File: src/rtl/plc_timer_bank.sv
// Bank of NCH independent PLC-style on-delay timers with manual override, estop fault latch and preset port.
// Optional off-delay (TOF) behaviour is enabled by defining the PLC_TOF_EN macro.
module plc_timer_bank #(
  parameter int NCH        = 4,
  parameter int CW         = 28,
  parameter int DEF_PRESET = 20,
  parameter int TOF_PRESET = 10,
  localparam int AW        = (NCH > 1) ? $clog2(NCH) : 1
) (
  input  logic           clk,
  input  logic           reset,
  input  logic           ena,
  input  logic [NCH-1:0] start,
  input  logic [NCH-1:0] auto_mode,
  input  logic [NCH-1:0] man_mode,
  input  logic           estop,
  input  logic           fault_clr,
  input  logic           cfg_we,
  input  logic [AW-1:0]  cfg_addr,
  input  logic [CW-1:0]  cfg_data,
  output logic [NCH-1:0] ctrl_out,
  output logic [NCH-1:0] busy,
  output logic [NCH-1:0] conflict,
  output logic           fault
);

`ifdef PLC_TOF_EN
  typedef enum logic [1:0] {S_IDLE = 2'd0, S_TIMING = 2'd1, S_ON = 2'd2, S_OFF_DELAY = 2'd3} state_e;
`else
  typedef enum logic [1:0] {S_IDLE = 2'd0, S_TIMING = 2'd1, S_ON = 2'd2} state_e;
`endif

  logic fault_q;

  always_ff @(posedge clk or posedge reset) begin
    if (reset) begin
      fault_q <= 1'b0;
    end else if (ena) begin
      if (estop)          fault_q <= 1'b1;
      else if (fault_clr) fault_q <= 1'b0;
    end
  end

  assign fault = fault_q;

  genvar gi;
  generate
    for (gi = 0; gi < NCH; gi++) begin : g_ch
      state_e        state_q, state_d;
      logic [CW-1:0] cnt_q, cnt_d, cnt_sat, preset_q;
      logic [CW:0]   cnt_inc;
      logic          go, both;
      logic          ctrl_q, busy_q, conflict_q;

      assign both    = start[gi] & auto_mode[gi] & man_mode[gi];
      assign go      = start[gi] & (auto_mode[gi] ^ man_mode[gi]);
      // One extra bit so the preset comparison never sees a wrapped value.
      assign cnt_inc = {1'b0, cnt_q} + (CW+1)'(1);
      assign cnt_sat = (&cnt_q) ? cnt_q : cnt_q + CW'(1);

      always_comb begin
        state_d = state_q;
        cnt_d   = cnt_q;
        if (estop || fault_q) begin
          state_d = S_IDLE;
          cnt_d   = '0;
        end else begin
          case (state_q)
            S_IDLE: begin
              if (go) begin
                cnt_d = '0;
                if (man_mode[gi] || preset_q == '0) state_d = S_ON;
                else                                state_d = S_TIMING;
              end
            end
            S_TIMING: begin
              if (!go) begin
                state_d = S_IDLE;
                cnt_d   = '0;
              end else if (man_mode[gi] || cnt_inc >= {1'b0, preset_q}) begin
                // >= also catches a preset lowered below the running count.
                state_d = S_ON;
                cnt_d   = '0;
              end else begin
                cnt_d = cnt_sat;
              end
            end
            S_ON: begin
              if (!go) begin
                cnt_d = '0;
`ifdef PLC_TOF_EN
                state_d = S_OFF_DELAY;
`else
                state_d = S_IDLE;
`endif
              end
            end
`ifdef PLC_TOF_EN
            S_OFF_DELAY: begin
              if (go) begin
                state_d = S_ON;
                cnt_d   = '0;
              end else if (cnt_inc >= (CW+1)'(TOF_PRESET)) begin
                state_d = S_IDLE;
                cnt_d   = '0;
              end else begin
                cnt_d = cnt_sat;
              end
            end
`endif
            default: begin
              state_d = S_IDLE;
              cnt_d   = '0;
            end
          endcase
        end
      end

      always_ff @(posedge clk or posedge reset) begin
        if (reset) begin
          state_q    <= S_IDLE;
          cnt_q      <= '0;
          preset_q   <= CW'(DEF_PRESET);
          ctrl_q     <= 1'b0;
          busy_q     <= 1'b0;
          conflict_q <= 1'b0;
        end else if (ena) begin
          state_q <= state_d;
          cnt_q   <= cnt_d;
          if (cfg_we && cfg_addr == AW'(gi)) preset_q <= cfg_data;
          // Outputs decode the next state so they line up with the state register.
`ifdef PLC_TOF_EN
          ctrl_q <= (state_d == S_ON) || (state_d == S_OFF_DELAY);
          busy_q <= (state_d == S_TIMING) || (state_d == S_OFF_DELAY);
`else
          ctrl_q <= (state_d == S_ON);
          busy_q <= (state_d == S_TIMING);
`endif
          conflict_q <= both;
        end
      end

      assign ctrl_out[gi] = ctrl_q;
      assign busy[gi]     = busy_q;
      assign conflict[gi] = conflict_q;
    end
  endgenerate

endmodule

File: config.mk
export PLATFORM = sky130hd
export DESIGN_NAME = plc_timer_bank
export DESIGN_NICKNAME = d
export VERILOG_FILES = /design/src/rtl/plc_timer_bank.sv
export SDC_FILE = /design/constraint.sdc
export NUM_CORES = 1
export LEC_CHECK = 0
export CELL_PAD_IN_SITES_DETAIL_PLACEMENT = 1
export CELL_PAD_IN_SITES_GLOBAL_PLACEMENT = 2
export CORE_MARGIN = 1
export CORE_UTILIZATION = 40
export CTS_CLUSTER_DIAMETER = 100
export DETAILED_ROUTE_END_ITERATION = 10
export PLACE_DENSITY_LB_ADDON = 0.1
export RECOVER_POWER = 100
export SYNTH_ARGS = -nofsm -noshare
export SYNTH_HDL_FRONTEND = slang
export SYNTH_SLANG_ARGS = --single-unit
File: constraint.sdc
create_clock -name clk -period 10.5 [get_ports clk]
set_clock_uncertainty 0.15 [all_clocks]
set_input_delay 1.575 -clock clk [delete_from_list [all_inputs] [get_ports clk]]
set_output_delay 1.575 -clock clk [all_outputs]
set_load 0.005 [all_outputs]
== Word level (Yosys, flattened, before mapping) ==
Cells that the tools add are included.

* Output and inout bits: 13
* Bits in latches: 0
* Flip-flop bits (word level): 245
* Memories kept: 0
* Bits of input ports: 48
* Bits in read-only memories: 0
* RAM bits: 0

* Order comparisons: 4
* Div/mod/pow operators: 0
* Reduce and logical (&&, ||, !) cells: 36
* Shift-type cells: 0
* $add $sub $neg: 8
* Mux-type cells: 58
* Multipliers: 0
* Bitwise gates (word level): 16
* Equality and inequality tests: 31

{| class="wikitable"
|+ Operators by type and width
! kind !! count
|-
| 28-bit two-way mux || 24
|-
| 28-bit case mux with 3 select lines || 4
|-
| 28-bit by 1-bit adder with 29-bit output, second input constant || 4
|-
| 29-bit by 28-bit greater-or-equal comparator with 1-bit output || 4
|-
| 28-bit by 1-bit adder with 28-bit output, second input constant || 4
|-
| 28-bit zero test || 4
|-
| 28-bit AND reduction || 4
|-
| 2-bit two-way mux || 24
|-
| 3-bit inequality test, second input constant || 8
|-
| 2-bit case mux with 3 select lines || 4
|-
| 2-bit == test, second input constant || 10
|-
| 5-bit inequality test, second input constant || 4
|-
| 2-bit by 1-bit == test with 1-bit output, second input constant || 9
|-
| 4-bit AND reduction || 4
|-
| 1-bit bitwise AND || 12
|-
| 2-bit zero test || 5
|-
| 2-bit AND reduction || 5
|-
| 1-bit logical OR || 9
|-
| 1-bit logical AND || 4
|-
| 1-bit bitwise XOR || 4
|-
| 1-bit two-way mux || 2
|-
| 2-bit nonzero test || 1
|}

== Logic depth before layout (Yosys ltp) ==
Gate-level depths: netlist (run 1).

* Depth in word-level cells: 8
* Gate-level depth with buffers: 18
* Depth with buffers taken out: 16

== Worst setup path before layout (run 1) ==
No wires, ideal clock.

* Path type: flip-flop to flip-flop
* From: register g_ch[1].cnt_q[3]
* To: register g_ch[1].cnt_q[12]
* Data required time: 10274 ps
* Period minus slack after synthesis: 3939 ps
* Buffers on the path: 3
* Slack: 6561 ps
* Cell stages (with the launch flop): 17
* Arrival: 3712 ps
* Path through: dfrtp_1 -> buf_4 -> nand4_1 -> or4_1 -> buf_2 -> nor2_4 -> nand3_1 -> xnor2_1 -> ha_1 -> a21o_1 -> a221o_1 -> a2111oi_0 -> a21bo_2 -> nor4_4 -> nand2_2 -> buf_2 -> o21ai_1

* Longest elaborated chain between the ends: 7

{| class="wikitable"
|+ RTL lines
! item !! line !! text
|-
| start: declaration || 50 || <nowiki>logic [CW-1:0] cnt_q, cnt_d, cnt_sat, preset_q;</nowiki>
|-
| start signal: assignment || 129 || <nowiki>cnt_q <= cnt_d;</nowiki>
|-
| 28-bit by 1-bit adder with 29-bit output || 58 || <nowiki>assign cnt_inc = {1'b0, cnt_q} + (CW+1)'(1);</nowiki>
|-
| 29-bit by 28-bit greater-or-equal comparator with 1-bit output || 80 || <nowiki>end else if (man_mode[gi] || cnt_inc >= {1'b0, preset_q}) begin</nowiki>
|-
| 1-bit logical OR || 80 ||
|-
| 28-bit two-way mux || 80 ||
|-
| 28-bit two-way mux || 77 || <nowiki>if (!go) begin</nowiki>
|-
| 28-bit case mux with 3 select lines || 68 || <nowiki>case (state_q)</nowiki>
|-
| 28-bit two-way mux || 64 || <nowiki>if (estop || fault_q) begin</nowiki>
|}

Several ways; a longest one is shown, not always the timed one. The select of a mux whose other input is x is not followed.
A chain may end at the register's enable or synchronous reset.

== Worst setup path in the final report (run 1) ==
* From: register g_ch[1].cnt_q[3]
* To: register g_ch[1].cnt_q[14]

The elaborated chain is that of the path after synthesis.

==> run summary, run 1 <==
DIE HEIGHT - 198 um
Max H-tree Level - 1
Switch Pwr - 0.000743 W
I/O Pins - 61
Post-synth EDFFs - 0
Synth top area cells - dfrtp_1 (38%), ha_1 (9.4%), mux2_2 (6.2%)
Yosys warnings - 0
Core area - 0.0378 mm^2
Sequential area share after synthesis - 39.8%
Share of layout cells above drive strength 1 - 10.2%
Vias - 12,100
Status - complete, but fails checks
PD cells - 149 mW/mm^2
IO buf count - 60
Switching Share - 28.6%
Synthesis-to-layout area growth - 12.6%
Lkg Pwr - 7.84 nW
Yosys reg bits - 245
CTS Buffer Depth - 3
MaxCap Viol Count - 6
Initial antenna violation count - 1
Clk network pwr share - 41.6%
Post-DP HPWL - 32,100 um
Crit Path Max Fanout - 16
Largest net degree at the start of global routing - 120
Tcrit/Tclk final - 70.0%
Cell taking the most area after synthesis - dfrtp_1
Syn avg cell area - 9.28 um^2
Slowest CP cell - nor4_1
Crit path cell chain - nand4_1 -> or4_1 -> nor2_1 -> nand3_1 -> nor2_1 -> xor2_1 -> ha_1 -> nand3_1 -> nor4_1 -> a2111oi_0 -> a21bo_1 -> nor4_1 -> nand2_1 -> o21ai_0
VDD IR-drop max - 0.113 mV
Failing checks - capacitance limit, slew limit
CP required - 10.82 ns
Critical path data arrival time - 7.68 ns
Routed WL - 44,100 um
Antenna Nets Post-Route - 0
Startpoint class of the critical path - register
Syn Nets - 1,828
Post-synth top flop - dfrtp_1
Kind of critical path - register to register
Max Freq - 136 MHz
Routed vias/inst - 5.42
Combinational power share - 14.6%
Post-CTS Setup Repair Bufs - 0
Top cell type's share of synthesized area - 38.4%
Final hold viol count - 0
Starting Density - 40.8%
CTS tree - built
Post-route setup TNS - 0 ns
DRC errors left - 0
Total track usage - 23.1%
Root Buffer - clkbuf_16
Worst path max stage delay - 1.80 ns
Die area - 0.0394 mm^2
Routed len/inst - 19.8 um
Cell Area, Synth - 0.0154 mm^2
Worst-path clk slew - 0.06 ns
Die width - 198 um
Filler cell count - 4,352
Number of global-route vias before repair - 12,400
WP buf/inv - 0
Row Count - 71
TritonCTS Sinks - 245
Ys async rst share - 100%
Synth unique cells - 75
CP Capture Type - register
Worst hold path class - register to register
Share of power burned in registers - 43.7%
Max-slew headroom - -262%
Final Power - 0.00260 W
Int Pwr - 0.00185 W
Global-route wire length before repair - 71,200 um
Slew @ Worst Pin - 5.39 ns
Nets - 1,853
Clock latency on the worst-skew pair - 0.58 ns
Cts hold-fix bufs - 0
Tmin final - 7.35 ns
Total global routing overflow - 0
Routability congestion estimate - 0.781
DRT Pass-1 Iters - 4
Crit path max-delay family - simple AND/OR/NAND/NOR gates
Post-CTS resize count - 0
Mapped Cells - 1,664
DRT iter0 DRCs - 496
Final setup viols - 0
Number of buffers created by CTS - 31
Final Max Tran Viols - 303
RSZ-0062 raised after global routing - false
worst min-delay path, stage by stage, from the launching register on:
cell and delay (ns):
dfrtp_1 0.36, nand2_1 0.05, nand2_1 0.06
cell type report:
cell class | count | area [um^2] | area share [%]
clock inverters | 19 | 208 | 1.20
clock buffers | 36 | 805 | 4.63
repair buffers | 77 | 702 | 4.04
inverters | 146 | 549 | 3.16
well taps | 511 | 639 | 3.68
multi-input cells | 1188 | 8330 | 47.9
flip-flops and latches | 245 | 6140 | 35.3
diodes | 1 | 2.50 | 0.0144
power groups by stage:
| stage | sequential, W | clock (W) | combinational (W) |
|---|---|---|---|
| final | 0.00114 | 0.00108 | 0.000380 |
| after global routing | 0.00115 | 0.00114 | 0.000433 |
| after CTS | 0.00113 | 0.00111 | 0.000390 |
| after detailed placement | 0.00115 | 0 | 0.000386 |
| after global placement | 0.00114 | 0 | 0.000374 |
| after floorplan | 0.00111 | 0 | 0.000267 |
cell usage in the layout, fill, tap and decap left out, drive strengths merged, types with 19 or more instances in the layout:
cell type	synthesis	routed
o21ai	82	82
nand2	208	208
a21oi	34	34
nor3	31	31
clkdlybuf4s50	0	43
nand2b	28	28
nand4	64	64
o211ai	35	35
clkbuf	56	42
and2	19	19
xnor2	71	71
nor4	42	42
mux2	85	85
xor2	35	35
dfrtp	237	237
ha	116	116
nor2	64	64
and3	20	20
inv	146	145
nand3	86	86
registers in the layout, indices dropped and copies added, names as in the netlist:
signal,cells
fault,1
g_ch.busy_q,4
g_ch.state_q,8
g_ch.cnt_q,112
g_ch.conflict_q,4
g_ch.preset_q,112
g_ch.ctrl_q,4
path summary, 6_finish.rpt:
kind	start	slack, ns	endpoint	cells after the start
worst max-delay path	g_ch[1].cnt_q[3]	3.15	g_ch[1].cnt_q[14]	14
worst min-delay path	g_ch[3].cnt_q[24]	0.35	g_ch[3].cnt_q[24]	2
worst max register to register	g_ch[1].cnt_q[3]	3.15	g_ch[1].cnt_q[14]	14
worst min register to register	g_ch[3].cnt_q[24]	0.35	g_ch[3].cnt_q[24]	2
max in group asynchronous	reset	3.60	g_ch[2].cnt_q[5]	3
min in group asynchronous	reset	2.97	g_ch[1].preset_q[3]	2
Yosys cell counts (35+ instances only):
master      n
clkbuf_1   56
dfrtp_1   237
ha_1      116
inv_1     146
mux2_2     85
nand2_1   206
nand3_1    84
nand4_1    63
nor2_1     61
nor4_1     40
o211ai_1   35
o21ai_0    52
xnor2_1    71
xor2_1     35
cells by family (layout without fill, tap and decap cells):
family                   count (synthesis)  count (layout)  share of synthesized area, %
AO/OA/AOI/OAI                          271             271                          12.1
XOR/XNOR                               106             106                          6.01
adder cells (fa/ha/maj)                116             116                          9.40
buffers and inverters                  231             278                          6.16
flip-flops                             245             245                          39.8
multiplexers                            87              87                          6.33
other                                    0               1                             0
AND/OR/NAND/NOR                        608             608                          20.2
per-stage QoR:
step	setup WS, ns	area (um^2)	util, %	instances	hold slack, ns
2_1_floorplan	2.06	15400	-	1664	0.296
3_3_place_gp	5.60	16500	43.5	2167	0.313
3_5_place_dp	5.36	16500	43.5	2167	0.330
4_1_cts	5.34	17500	46.2	2222	0.350
5_1_grt	2.52	17400	45.9	2223	0.378
6_report	3.15	17400	45.9	2223	0.352
layer usage:
layer  part of all wire (%)  GRT usage [%]
met4                    2.2           5.64
met3                    2.0           2.56
met2                     46           37.0
met1                     50           33.3
met5                      0              0
Note: power is estimated with default switching activity, not from simulation.
==> inputs of run 2 (changes only) <==
--- a/config.mk
+++ b/config.mk
@@ -8,7 +8,7 @@
 export CELL_PAD_IN_SITES_DETAIL_PLACEMENT = 1
 export CELL_PAD_IN_SITES_GLOBAL_PLACEMENT = 2
 export CORE_MARGIN = 1
-export CORE_UTILIZATION = 40
+export CORE_UTILIZATION = 36
 export CTS_CLUSTER_DIAMETER = 100
 export DETAILED_ROUTE_END_ITERATION = 10
 export PLACE_DENSITY_LB_ADDON = 0.1
==> constraint.sdc (replaced) <==
create_clock -name clk -period 6.6 [get_ports clk]
set_clock_uncertainty 0.15 [all_clocks]
set_input_delay 0.99 -clock clk [delete_from_list [all_inputs] [get_ports clk]]
set_output_delay 0.99 -clock clk [all_outputs]
set_load 0.005 [all_outputs]
==> run 2 against run 1 <==
The run still ends with capacitance limit, slew limit left. Clock power grew 60%. Routed wire length grew 4.0%. Critical path type unchanged. Sequential cell count unchanged. Clock-buffer cell count is 5 higher. Critical endpoint is now g_ch[3].state_q[0]. Cell area is 0.38% higher. Register-to-register slack lost 2.2 ns.
==> run summary, run 2 (same netlist as run 1, synthesis figures left out) <==
Nets - 1,856 (+0.16%)
Setup ws final - 0.975 ns (-2.17 ns)
Worst-path clk slew - 0.06 ns (about the same)
Cts hold-fix bufs - 0 (unchanged)
Total global routing overflow - 0 (unchanged)
Crit Path Max Fanout - 14 (-2)
Final hold viol count - 0 (unchanged)
Tmin final - 5.62 ns (-1.73 ns)
Largest net degree at the start of global routing - 162 (+35%)
Crit path cell chain - ha_1 -> nand4_1 -> or4_4 -> nor2_1 -> xnor2_1 -> ha_1 -> nand4_1 -> nor3_1 -> o21ai_0 -> a21oi_1 -> nor3_2 -> clkbuf_1 -> o21ai_0 -> o221ai_1
Total track usage - 21.5% (-1.6 points)
Most frequent cells in the layout - dfrtp_1 (237), nand2_1 (207), inv_1 (145), ha_1 (116), nand3_1 (86)
Die area - 0.0437 mm^2 (+11%)
Slew @ Worst Pin - 2.97 ns (-2.43 ns)
Routed len/inst - 20.4 um (+2.5%)
Max H-tree Level - 1 (unchanged)
TritonCTS Sinks - 245 (unchanged)
Tcrit/Tclk final - 85.2% (+15 points)
Core area - 0.0421 mm^2 (+11%)
Final setup viols - 0 (unchanged)
Max Freq - 178 MHz (+31%)
CTS tree - built
WP buf/inv - 1 (+1)
Synthesis-to-layout area growth - 13.0%
DRT iter0 DRCs - 562 (+13%)
DRT Pass-1 Iters - 4 (unchanged)
I/O Pins - 61 (unchanged)
Vias - 12,200 (+1.4%)
CTS Buffer Depth - 3 (unchanged)
Antenna Nets Post-Route - 0 (unchanged)
# diodes - 0 (-1)
Die width - 209 um (+5.4%)
Design Area, Final - 0.0174 mm^2 (+0.38%)
Final Max Tran Viols - 191 (-37%)
Worst hold path class - register to register
RSZ-0062 raised after global routing - false
Flop2flop setup slack - 0.98 ns (-2.17 ns)
Filler cell count - 4,833 (+11%)
DIE HEIGHT - 209 um (+5.4%)
VDD IR-drop max - 0.188 mV (+66%)
CP required - 6.82 ns (-4.00 ns)
Row Count - 75 (+5.6%)
Routability congestion estimate - 0.778 (-0.38%)
Kind of critical path - register to register
Crit path max-delay family - compound AO/OA/AOI/OAI gates
Root Buffer - clkbuf_16
Top Registers - g_ch.cnt_q (112), g_ch.preset_q (112), g_ch.state_q (8)
Number of buffers created by CTS - 31 (unchanged)
Starting Density - 36.6% (-4.2 points)
CP Capture Type - register
Startpoint class of the critical path - register
Most common cell after layout, fill and taps aside - dfrtp_1
DRC errors left - 0 (unchanged)
Share of layout cells above drive strength 1 - 10.1% (-0.082 points)
Max-slew headroom - -97.7% (+160 points)
Post-CTS Setup Repair Bufs - 0 (unchanged)
MaxCap Viol Count - 5 (-1)
Post-route setup TNS - 0 ns (unchanged)
Post-CTS resize count - 0 (unchanged)
Routed vias/inst - 5.42 (about the same)
Utilization after layout - 41.4% (-4.5 points)
Post-DP HPWL - 33,400 um (+4.1%)
Clock latency on the worst-skew pair - 0.58 ns (about the same)
Routed WL - 45,900 um (+4.0%)
DP Worst Slack - 1.42 ns (-3.94 ns)
Failing checks - capacitance limit, slew limit
Cell Area, Placed - 0.0165 mm^2 (+0.40%)
Slowest CP cell - o21ai_0
Status - complete, but fails checks
Critical path data arrival time - 5.85 ns (-1.83 ns)
Lkg Pwr - 7.86 nW (+0.27%)
PD cells - 238 mW/mm^2 (+59%)
Global-route wire length before repair - 74,400 um (+4.5%)
IO buf count - 60 (unchanged)
Number of global-route vias before repair - 12,800 (+2.7%)
Initial antenna violation count - 0 (-1)
Worst path max stage delay - 1.21 ns (-0.59 ns)
[run 2: cell type report]
class | instances | area (um^2) | area share [%]
multi-input cells | 1188 | 8340 | 47.8
well taps | 539 | 674 | 3.87
clock buffers | 41 | 863 | 4.95
clock inverters | 15 | 153 | 0.875
inverters | 146 | 549 | 3.15
repair buffers | 80 | 723 | 4.15
flip-flops and latches | 245 | 6140 | 35.2
[run 2: worst register-to-register path, stage by stage, from the launching register on]
cell and delay [ns]:
dfrtp_1 0.46, ha_1 0.35, nand4_1 0.40, or4_4 0.68
nor2_1 0.14, xnor2_1 0.13, ha_1 0.32, nand4_1 0.13
nor3_1 0.34, o21ai_0 0.14, a21oi_1 0.22, nor3_2 0.07
clkbuf_1 0.36, o21ai_0 1.21, o221ai_1 0.32
[run 2: per-layer routing]
layer,global-route usage (%),wire (um)
met1,30.7,22800
met2,35.1,21200
met5,0,0
met4,4.74,911
met3,2.28,963
[run 2: path summary, 6_finish.rpt]
| check | start | endpoint | cells after the start |
|---|---|---|---|
| max | g_ch[3].cnt_q[0] | g_ch[3].state_q[0] | 14 |
| min | g_ch[3].cnt_q[24] | g_ch[3].cnt_q[24] | 2 |
| max reg2reg | g_ch[3].cnt_q[0] | g_ch[3].state_q[0] | 14 |
| min reg2reg | g_ch[3].cnt_q[24] | g_ch[3].cnt_q[24] | 2 |
| max in group asynchronous | reset | g_ch[0].cnt_q[24] | 4 |
| min in group asynchronous | reset | g_ch[1].preset_q[6] | 2 |
[run 2: power breakdown]
part | internal (W) | switching [W] | total, W
Sequential | 0.00167 | 0.000136 | 0.00180
Combinational | 0.000259 | 0.000358 | 0.000617
Clock | 0.00103 | 0.000706 | 0.00173
Total | 0.00295 | 0.00120 | 0.00415
[run 2: stage by stage]
step | total power, W | hold slack (ns) | std cells
2_1_floorplan | 0.00219 | 0.296 | 1664
3_3_place_gp | 0.00243 | 0.313 | 2198
3_5_place_dp | 0.00246 | 0.324 | 2198
4_1_cts | 0.00422 | 0.339 | 2254
5_1_grt | 0.00436 | 0.346 | 2254
6_report | 0.00415 | 0.332 | 2254
